### src/rtl/dmem_arbiter.sv
// dmem_arbiter
//   Two-requester arbiter and sequencer for the single data memory port
//   (RAM and the memory-mapped I/O region alike; no address decoding here).
//   Port 0 is the CPU memory stage, port 1 the DMA/loader. One access is in
//   flight at a time; ties are broken round-robin; the memory has a fixed
//   latency of WAIT_CYCLES cycles from mem_en to valid mem_rdata.
//
// Ports
//   clk, reset                     clock, synchronous active-high reset
//   cpu_req/we/addr/wdata          CPU request, held stable until cpu_ack
//   cpu_gnt, cpu_ack, cpu_rdata    accept pulse, completion pulse, read data
//   cpu_stall                      cpu_req & ~cpu_ack
//   dma_req/we/addr/wdata          DMA request, same handshake as the CPU
//   dma_gnt, dma_ack, dma_rdata    accept pulse, completion pulse, read data
//   mem_en, mem_we                 one-cycle access strobe, write enable
//   mem_addr, mem_wdata            registered address and write data
//   mem_rdata                      read data, valid WAIT_CYCLES after mem_en
//
// Access timeline (accept at t0):
//   t0 IDLE gnt, t1 ACCESS mem_en, t2..t1+WAIT_CYCLES WAIT, then RESP ack
//   at t0+WAIT_CYCLES+2, back in IDLE the cycle after.

module dmem_arbiter #(
  parameter int DBITS       = 32,
  parameter int ABITS       = 32,
  parameter int WAIT_CYCLES = 1
) (
  input  logic             clk,
  input  logic             reset,

  input  logic             cpu_req,
  input  logic             cpu_we,
  input  logic [ABITS-1:0] cpu_addr,
  input  logic [DBITS-1:0] cpu_wdata,
  output logic             cpu_gnt,
  output logic             cpu_ack,
  output logic [DBITS-1:0] cpu_rdata,
  output logic             cpu_stall,

  input  logic             dma_req,
  input  logic             dma_we,
  input  logic [ABITS-1:0] dma_addr,
  input  logic [DBITS-1:0] dma_wdata,
  output logic             dma_gnt,
  output logic             dma_ack,
  output logic [DBITS-1:0] dma_rdata,

  output logic             mem_en,
  output logic             mem_we,
  output logic [ABITS-1:0] mem_addr,
  output logic [DBITS-1:0] mem_wdata,
  input  logic [DBITS-1:0] mem_rdata
);

  localparam logic [1:0] IDLE   = 2'd0;
  localparam logic [1:0] ACCESS = 2'd1;
  localparam logic [1:0] WAIT   = 2'd2;
  localparam logic [1:0] RESP   = 2'd3;

  // The WAIT state is entered one cycle after mem_en, so the counter starts
  // one below the latency and data is captured when it reaches zero.
  localparam logic [3:0] CNT_INIT = 4'(WAIT_CYCLES - 1);

  logic [1:0]       state_reg;
  logic             owner_reg;       // 0 = CPU, 1 = DMA
  logic             last_owner_reg;
  logic [3:0]       cnt_reg;
  logic             we_reg;
  logic [ABITS-1:0] addr_reg;
  logic [DBITS-1:0] wdata_reg;
  logic [DBITS-1:0] cpu_rdata_reg;
  logic [DBITS-1:0] dma_rdata_reg;

  logic             winner;
  logic             accept;

  // DMA wins when it is alone, or on a tie when the CPU had the last turn.
  always_comb begin
    winner = dma_req & (~cpu_req | ~last_owner_reg);
    accept = (state_reg == IDLE) & (cpu_req | dma_req) & ~reset;
  end

  assign cpu_gnt   = accept & ~winner;
  assign dma_gnt   = accept & winner;

  assign cpu_ack   = (state_reg == RESP) & ~owner_reg;
  assign dma_ack   = (state_reg == RESP) & owner_reg;
  assign cpu_stall = cpu_req & ~cpu_ack;

  assign cpu_rdata = cpu_rdata_reg;
  assign dma_rdata = dma_rdata_reg;

  assign mem_en    = (state_reg == ACCESS);
  assign mem_we    = (state_reg == ACCESS) & we_reg;
  assign mem_addr  = addr_reg;
  assign mem_wdata = wdata_reg;

  always_ff @(posedge clk) begin
    if (reset) begin
      state_reg      <= IDLE;
      owner_reg      <= 1'b0;
      last_owner_reg <= 1'b1;   // CPU wins the first tie after reset
      cnt_reg        <= 4'd0;
      we_reg         <= 1'b0;
      addr_reg       <= '0;
      wdata_reg      <= '0;
      cpu_rdata_reg  <= '0;
      dma_rdata_reg  <= '0;
    end else begin
      case (state_reg)
        IDLE: begin
          if (accept) begin
            owner_reg      <= winner;
            last_owner_reg <= winner;
            we_reg         <= winner ? dma_we    : cpu_we;
            addr_reg       <= winner ? dma_addr  : cpu_addr;
            wdata_reg      <= winner ? dma_wdata : cpu_wdata;
            state_reg      <= ACCESS;
          end
        end
        ACCESS: begin
          cnt_reg   <= CNT_INIT;
          state_reg <= WAIT;
        end
        WAIT: begin
          if (cnt_reg == 4'd0) begin
            // Only the owner's read-data register changes, so the other
            // port keeps showing its last result. Writes return zero.
            if (owner_reg) begin
              dma_rdata_reg <= we_reg ? '0 : mem_rdata;
            end else begin
              cpu_rdata_reg <= we_reg ? '0 : mem_rdata;
            end
            state_reg <= RESP;
          end else begin
            cnt_reg <= cnt_reg - 4'd1;
          end
        end
        RESP: begin
          state_reg <= IDLE;
        end
        default: begin
          state_reg <= IDLE;
        end
      endcase
    end
  end

endmodule

### config.mk
export PLATFORM = sky130hd
export DESIGN_NAME = dmem_arbiter
export DESIGN_NICKNAME = d
export VERILOG_FILES = /design/src/rtl/dmem_arbiter.sv
export SDC_FILE = /design/constraint.sdc
export NUM_CORES = 1
export LEC_CHECK = 0
export BUFFER_PORTS_ARGS = -buffer_cell sky130_fd_sc_hd__clkbuf_2
export CAP_MARGIN = 20
export CORE_ASPECT_RATIO = 2
export CORE_MARGIN = 2
export CORE_UTILIZATION = 45
export CTS_CLUSTER_SIZE = 10
export DETAILED_ROUTE_END_ITERATION = 8
export GPL_TIMING_DRIVEN = 0
export PLACE_DENSITY = 0.81
export SLEW_MARGIN = 10
export SYNTH_ARGS = -nofsm -noshare
export SYNTH_HDL_FRONTEND = slang
export SYNTH_SLANG_ARGS = --single-unit
### constraint.sdc
create_clock -name clk -period 3 [get_ports clk]
set_input_delay 0.6 -clock clk [delete_from_list [all_inputs] [get_ports clk]]
set_output_delay 0.6 -clock clk [all_outputs]
set_load 0.01 [all_outputs]
Word-level counts from Yosys, hierarchy flattened
Cells that the tools add are included.
{ "classes": {"add_sub_neg": 1, "n_reduce_logical": 8, "eq_ne": 6, "bitwise_logic": 17, "n_mux": 9} }
{ "op_table": {"columns": ["cell", "n"], "rows": [
  ["2-to-1 mux 32 bit", 3],
  ["bitwise AND 1 bit", 9],
  ["case mux 2 bit (4 select lines)", 1],
  ["case mux 4 bit (2 select lines)", 1],
  ["inequality test 2 bit, second input constant", 3],
  ["inverter 1 bit", 6],
  ["AND reduction 2 bit", 3],
  ["AND reduction 3 bit", 2],
  ["== test 2 bit, second input constant", 2],
  ["zero test 4 bit", 1],
  ["2-to-1 mux 2 bit", 2],
  ["2-to-1 mux 4 bit", 1],
  ["subtractor 4 x 1 -> 4 bit, second input constant", 1],
  ["== test 2 x 1 -> 1 bit, second input constant", 1],
  ["zero test 2 bit", 1],
  ["OR 1 bit", 2],
  ["nonzero test 2 bit", 1],
  ["2-to-1 mux 1 bit", 1]
]} }
{ "totals": {"elab_cells": 50, "ff_bits": 137, "out_inout_bits": 135} }

Longest topological paths before layout
{ "depth": {"depth_word": 5, "depth_mapped": 8, "mapped_depth_nobuf": 5} }

Worst setup path after synthesis
Ideal clock, no wire load.
{ "synth_timing": {"path_type": "register to output", "start": "register state_reg[0]", "end": "output cpu_gnt", "path_stages_with_launch": 6, "t_arrival_ps": 1201, "required_ps": 2400, "path_slack_ps": 1199, "path_cell_list": "dfxtp_1 > inv_1 > ha_1 > and2_1 > buf_4 > and3_1"} }
{ "synth_via": {"elab_chain_len": 4} }
{ "synth_rtl": {"columns": ["element", "line_no", "source"], "rows": [
  ["start: declaration", "64", "logic [1:0] state_reg;"],
  ["start signal: assignment", "100", "state_reg <= IDLE;"],
  ["start signal: assignment", "118", "state_reg <= ACCESS;"],
  ["start signal: assignment", "123", "state_reg <= WAIT;"],
  ["zero test 2 bit", "80", "accept = (state_reg == IDLE) & (cpu_req | dma_req) & ~reset;"],
  ["bitwise AND 1 bit (2 in a row)", "80", null],
  ["bitwise AND 1 bit", "83", "assign cpu_gnt = accept & ~winner;"],
  ["end: declaration", "35", "output logic cpu_gnt,"]
]} }
No other way between the ends.

Worst setup path in the final report
Ends and elaborated chain as after synthesis.

==> results_tabular.tex <==
\begin{tabular}{lr}
\hline
Metric & Value \\
\hline
\multicolumn{2}{l}{\textbf{Run status}} \\
Run status & complete, no violations \\
\multicolumn{2}{l}{\textbf{GRT}} \\
Initial antenna violation count & 0 \\
Via count of the first global-routing pass & 7287 \\
Aggregate global-route resource usage & 32.21\% \\
Global-route wire length before repair & 37240 um \\
Maximum number of pins on one net before global-route repair & 17 \\
Remaining global-route overflow & 0 \\
\multicolumn{2}{l}{\textbf{Power and ir drop}} \\
Internal power of the cells & roughly 4.2 mW \\
Power share of the sequential group & roughly 33\% \\
Combinational power share & a little over a third \\
Switching fraction of total power & 38.32\% \\
Switching power total & 2.594 mW \\
Overall power after layout & 6.770 mW \\
Part of the power in the clock network & 31.3\% \\
Maximum resistive drop on vdd & 418.6 uV \\
P\_leak & around 3.6 nW \\
Power per cell area & 794.8 mW/mm\^{}2 \\
\multicolumn{2}{l}{\textbf{Hold path}} \\
Kind of path behind the tightest hold check & input port to flip-flop \\
\multicolumn{2}{l}{\textbf{Critical path}} \\
Sequence of cells on the critical path & inv\_1, ha\_1, and2\_1, buf\_4, and3\_1, clkbuf\_2 \\
Cell type group with the largest total delay on the critical path & buffers and inverters \\
Library cell contributing the largest single delay on the critical path & dfxtp\_1 \\
Slowest stage delay, CP & 0.33 ns \\
Critical Setup Path Class & flip-flop to output port \\
Required time at the worst-slack endpoint & 2.40 ns \\
CP Max Fanout & 10 \\
Sort of element at the end of the critical path & output port \\
Buffers \& Inverters on Critical Path & 3 \\
Startpoint type of the worst setup path & flip-flop \\
Arrival time at the worst endpoint & 1.98 ns \\
\multicolumn{2}{l}{\textbf{CTS}} \\
Hold-fix buffer count after cts & 0 \\
Latest clock arrival within the worst-skew pair & 0.41 ns \\
\# resized after CTS & 0 \\
Bufs on Longest Clock Path & 2 \\
Clock root buffer & clkbuf\_16 \\
CTS sink cnt & 137 \\
Number of buffers added by the clock tree synthesis step & 17 \\
TritonCTS clock tree & yes \\
Setup Buffers After CTS & 0 \\
Clock transition time at the flip-flop clock pins of the worst setup and hold paths & about 0.070 ns \\
Number of levels the H-tree was split into & 4 \\
\multicolumn{2}{l}{\textbf{Layout}} \\
Fraction of final layout cells sized beyond drive strength 1 & 34.89\% \\
Post-synthesis to final-layout area growth & 36.63\% \\
Final design utilization & between 60\% and 70\% \\
Area taken by multi-input logic gates & 0.002979 mm\^{}2 \\
Sequential standard cell area & $\sim$0.0027 mm\^{}2 \\
Count of inserted antenna diode cells & 0 \\
Count of nets after finishing & about 1300 \\
Final-layout fill cell count & 1258 \\
\multicolumn{2}{l}{\textbf{STA}} \\
Achievable frequency & 387.6 MHz \\
Final clock skew & 0.01046 ns \\
Setup violators final & 0 \\
Number of hold violations in the final report & 0 \\
Final-report max-slew violation count & 0 \\
Fin Setup TNS & 0 ns \\
Slew HR & roughly three fifths \\
Final clock period utilization by the worst path & 86.01\% \\
RSZ-0062 raised after global routing & no \\
Fin crit period & 2.580 ns \\
Pin slew with the least headroom to its limit & roughly 0.6 ns \\
\multicolumn{2}{l}{\textbf{Die}} \\
Die width & 87.23 um \\
Number of rows in the core area & 60 \\
Ports & 301 \\
Die ar. & 0.01487 mm\^{}2 \\
Starting utilization of the core area & 46.13\% \\
Core region area & 0.01351 mm\^{}2 \\
Vertical die dimension & 170.4 um \\
\multicolumn{2}{l}{\textbf{Drt}} \\
Average vias per placed instance & around 6.0 \\
Routed wire length & 24550 um \\
Residual antenna-violating net count after detailed routing & 0 \\
First DRT Iteration DRCs & 367 \\
Drt pass-1 iters & 5 \\
Wirelength per Cell & 19.68 um \\
Routed vias & 7466 \\
Post-route DRC violation count & 0 \\
\multicolumn{2}{l}{\textbf{Placed design}} \\
Number of port buffers & 300 \\
Post-detail-place hpwl & 18620 um \\
Routability Congestion & about 0.94 \\
\multicolumn{2}{l}{\textbf{Synthesis}} \\
Area of the mapped netlist & 0.006233 mm\^{}2 \\
Synth Net Count & a little over 900 \\
Synth unique cells & 39 \\
Sequential cell area fraction in the yosys report & 44.00\% \\
Post-synthesis register bit count & 137 \\
Average instance area after synthesis & 8.202 um\^{}2 \\
Total number of yosys warnings & 0 \\
Post-synthesis async set-or-reset flop share & 0\% \\
Number of enable flip-flop cells after synthesis & 0 \\
Top FF cell, synth & dfxtp\_1 \\
Post-synthesis instance total & 760 \\
\multicolumn{2}{l}{\textbf{Flow run}} \\
Max cap viols & 0 \\
\hline
\end{tabular}
area by class of cell:
| cell class | count | area share [%] |
|---|---|---|
| Clock buffer | 20 | 5.245 |
| Inverter | 7 | 0.3085 |
| Timing Repair Buffer | 300 | 17.63 |
| Multi-Input combinational cell | 524 | 34.98 |
| Clock inverter | 12 | 1.660 |
| Buffer | 92 | 5.700 |
| Sequential cell | 137 | 32.20 |
| Tap cell | 155 | 2.277 |
per-stage QoR:
| step | area (um^2) | hold WS (ns) | setup WS [ns] | std cells |
|---|---|---|---|---|
| 5_1_grt | 8517 | 0.4251 | 0.3285 | 1247 |
| 2_1_floorplan | 6233 | 0.4709 | 1.199 | 760 |
| 4_1_cts | 8517 | 0.4090 | 0.4311 | 1247 |
| 6_report | 8517 | 0.4172 | 0.4197 | 1247 |
| 3_3_place_gp | 7929 | 0.4613 | 0.7926 | 1215 |
| 3_5_place_dp | 7929 | 0.4664 | 0.8050 | 1215 |
worst register-to-register path, cell delays in order (launching register included):
cell	delay (ns)
dfxtp_1	0.37
inv_1	0.10
ha_1	0.30
nand2b_1	0.11
clkbuf_2	0.24
clkbuf_1	0.40
o21ai_0	0.16
a31oi_1	0.16
layout by cell type, fill, tap and decap left out, types with 2 or more instances in the layout:
cell        Yosys  final
nand2b_1        3      3
buf_6           7      7
mux2i_1         3      3
nand2_1         3      3
a32oi_1         9      9
or3_1           3      3
dfxtp_1       137    137
bufinv_16       0      2
buf_2          14     14
ha_1            6      6
clkbuf_2        8    308
nand3_1       126    126
inv_1           5      5
and2_1          3      3
o211ai_1        2      2
a221o_1         2      2
and3_1          4      4
buf_4          16     16
nand4_1        60     60
clkbuf_16       0     17
clkbuf_1       41     43
nor2b_1        38     38
buf_1           6      6
a31oi_1        54     54
clkinvlp_4      0      5
o21ai_0       111    111
inv_6           0      4
a21oi_1        76     76
o21ai_1         9      9
path summary, 6_finish.rpt:
kind	cells past startpoint	end	startpoint	slack (ns)
worst max-delay path	6	cpu_gnt	state_reg[0]$_SDFFE_PP0P_	0.42
worst min-delay path	3	mem_wdata[24]$_SDFFE_PP0P_	dma_wdata[24]	0.42
worst max register to register	7	mem_addr[2]$_SDFFE_PP0P_	state_reg[0]$_SDFFE_PP0P_	1.10
worst min register to register	2	cpu_rdata[18]$_SDFFE_PP0P_	cpu_rdata[18]$_SDFFE_PP0P_	0.47
layer usage:
metal	GRT usage (%)	vias to the layer above	wire length [um]
met5	0	-	0
met4	15.52	0	1124
li1	-	3470	-
met2	61.90	443	13260
met1	31.06	3479	8276
met3	7.081	74	1889
cells by family (layout without fill, tap and decap cells):
kind of cell / count (synthesis) / in the layout / synth area share [%]
AND/OR/NAND/NOR: 249 / 249 / 22.64
buffers and inverters: 99 / 431 / 8.210
adder cells (fa/ha/maj): 6 / 6 / 1.204
multiplexers: 3 / 3 / 0.4818
AO/OA/AOI/OAI: 266 / 266 / 23.46
flip-flops: 137 / 137 / 44.00
cells in the mapped netlist (2+ instances only):
| library cell | count | share of area (%) |
|---|---|---|
| a21oi_1 | 76 | 6.1 |
| a221o_1 | 2 | 0.32 |
| a31oi_1 | 54 | 5.4 |
| a32oi_1 | 9 | 1.3 |
| and2_1 | 3 | 0.30 |
| and3_1 | 4 | 0.40 |
| buf_1 | 6 | 0.36 |
| buf_2 | 14 | 1.1 |
| buf_4 | 16 | 1.9 |
| buf_6 | 7 | 1.3 |
| clkbuf_1 | 41 | 2.5 |
| clkbuf_2 | 8 | 0.64 |
| dfxtp_1 | 137 | 44 |
| ha_1 | 6 | 1.2 |
| inv_1 | 5 | 0.30 |
| mux2i_1 | 3 | 0.48 |
| nand2_1 | 3 | 0.18 |
| nand2b_1 | 3 | 0.30 |
| nand3_1 | 126 | 10 |
| nand4_1 | 60 | 6.0 |
| nor2b_1 | 38 | 3.8 |
| o211ai_1 | 2 | 0.24 |
| o21ai_0 | 111 | 8.9 |
| o21ai_1 | 9 | 0.72 |
| or3_1 | 3 | 0.30 |
power by group through the flow:
stage	logic [mW]	clock network [mW]	registers (mW)
2_1_floorplan	1.34	0	2.37
3_3_place_gp	2.32	0	2.27
3_5_place_dp	2.35	0	2.28
4_1_cts	2.37	2.12	2.25
5_1_grt	2.59	2.21	2.28
6_report	2.40	2.12	2.25
No activity file was read; power rests on OpenSTA's default activity.
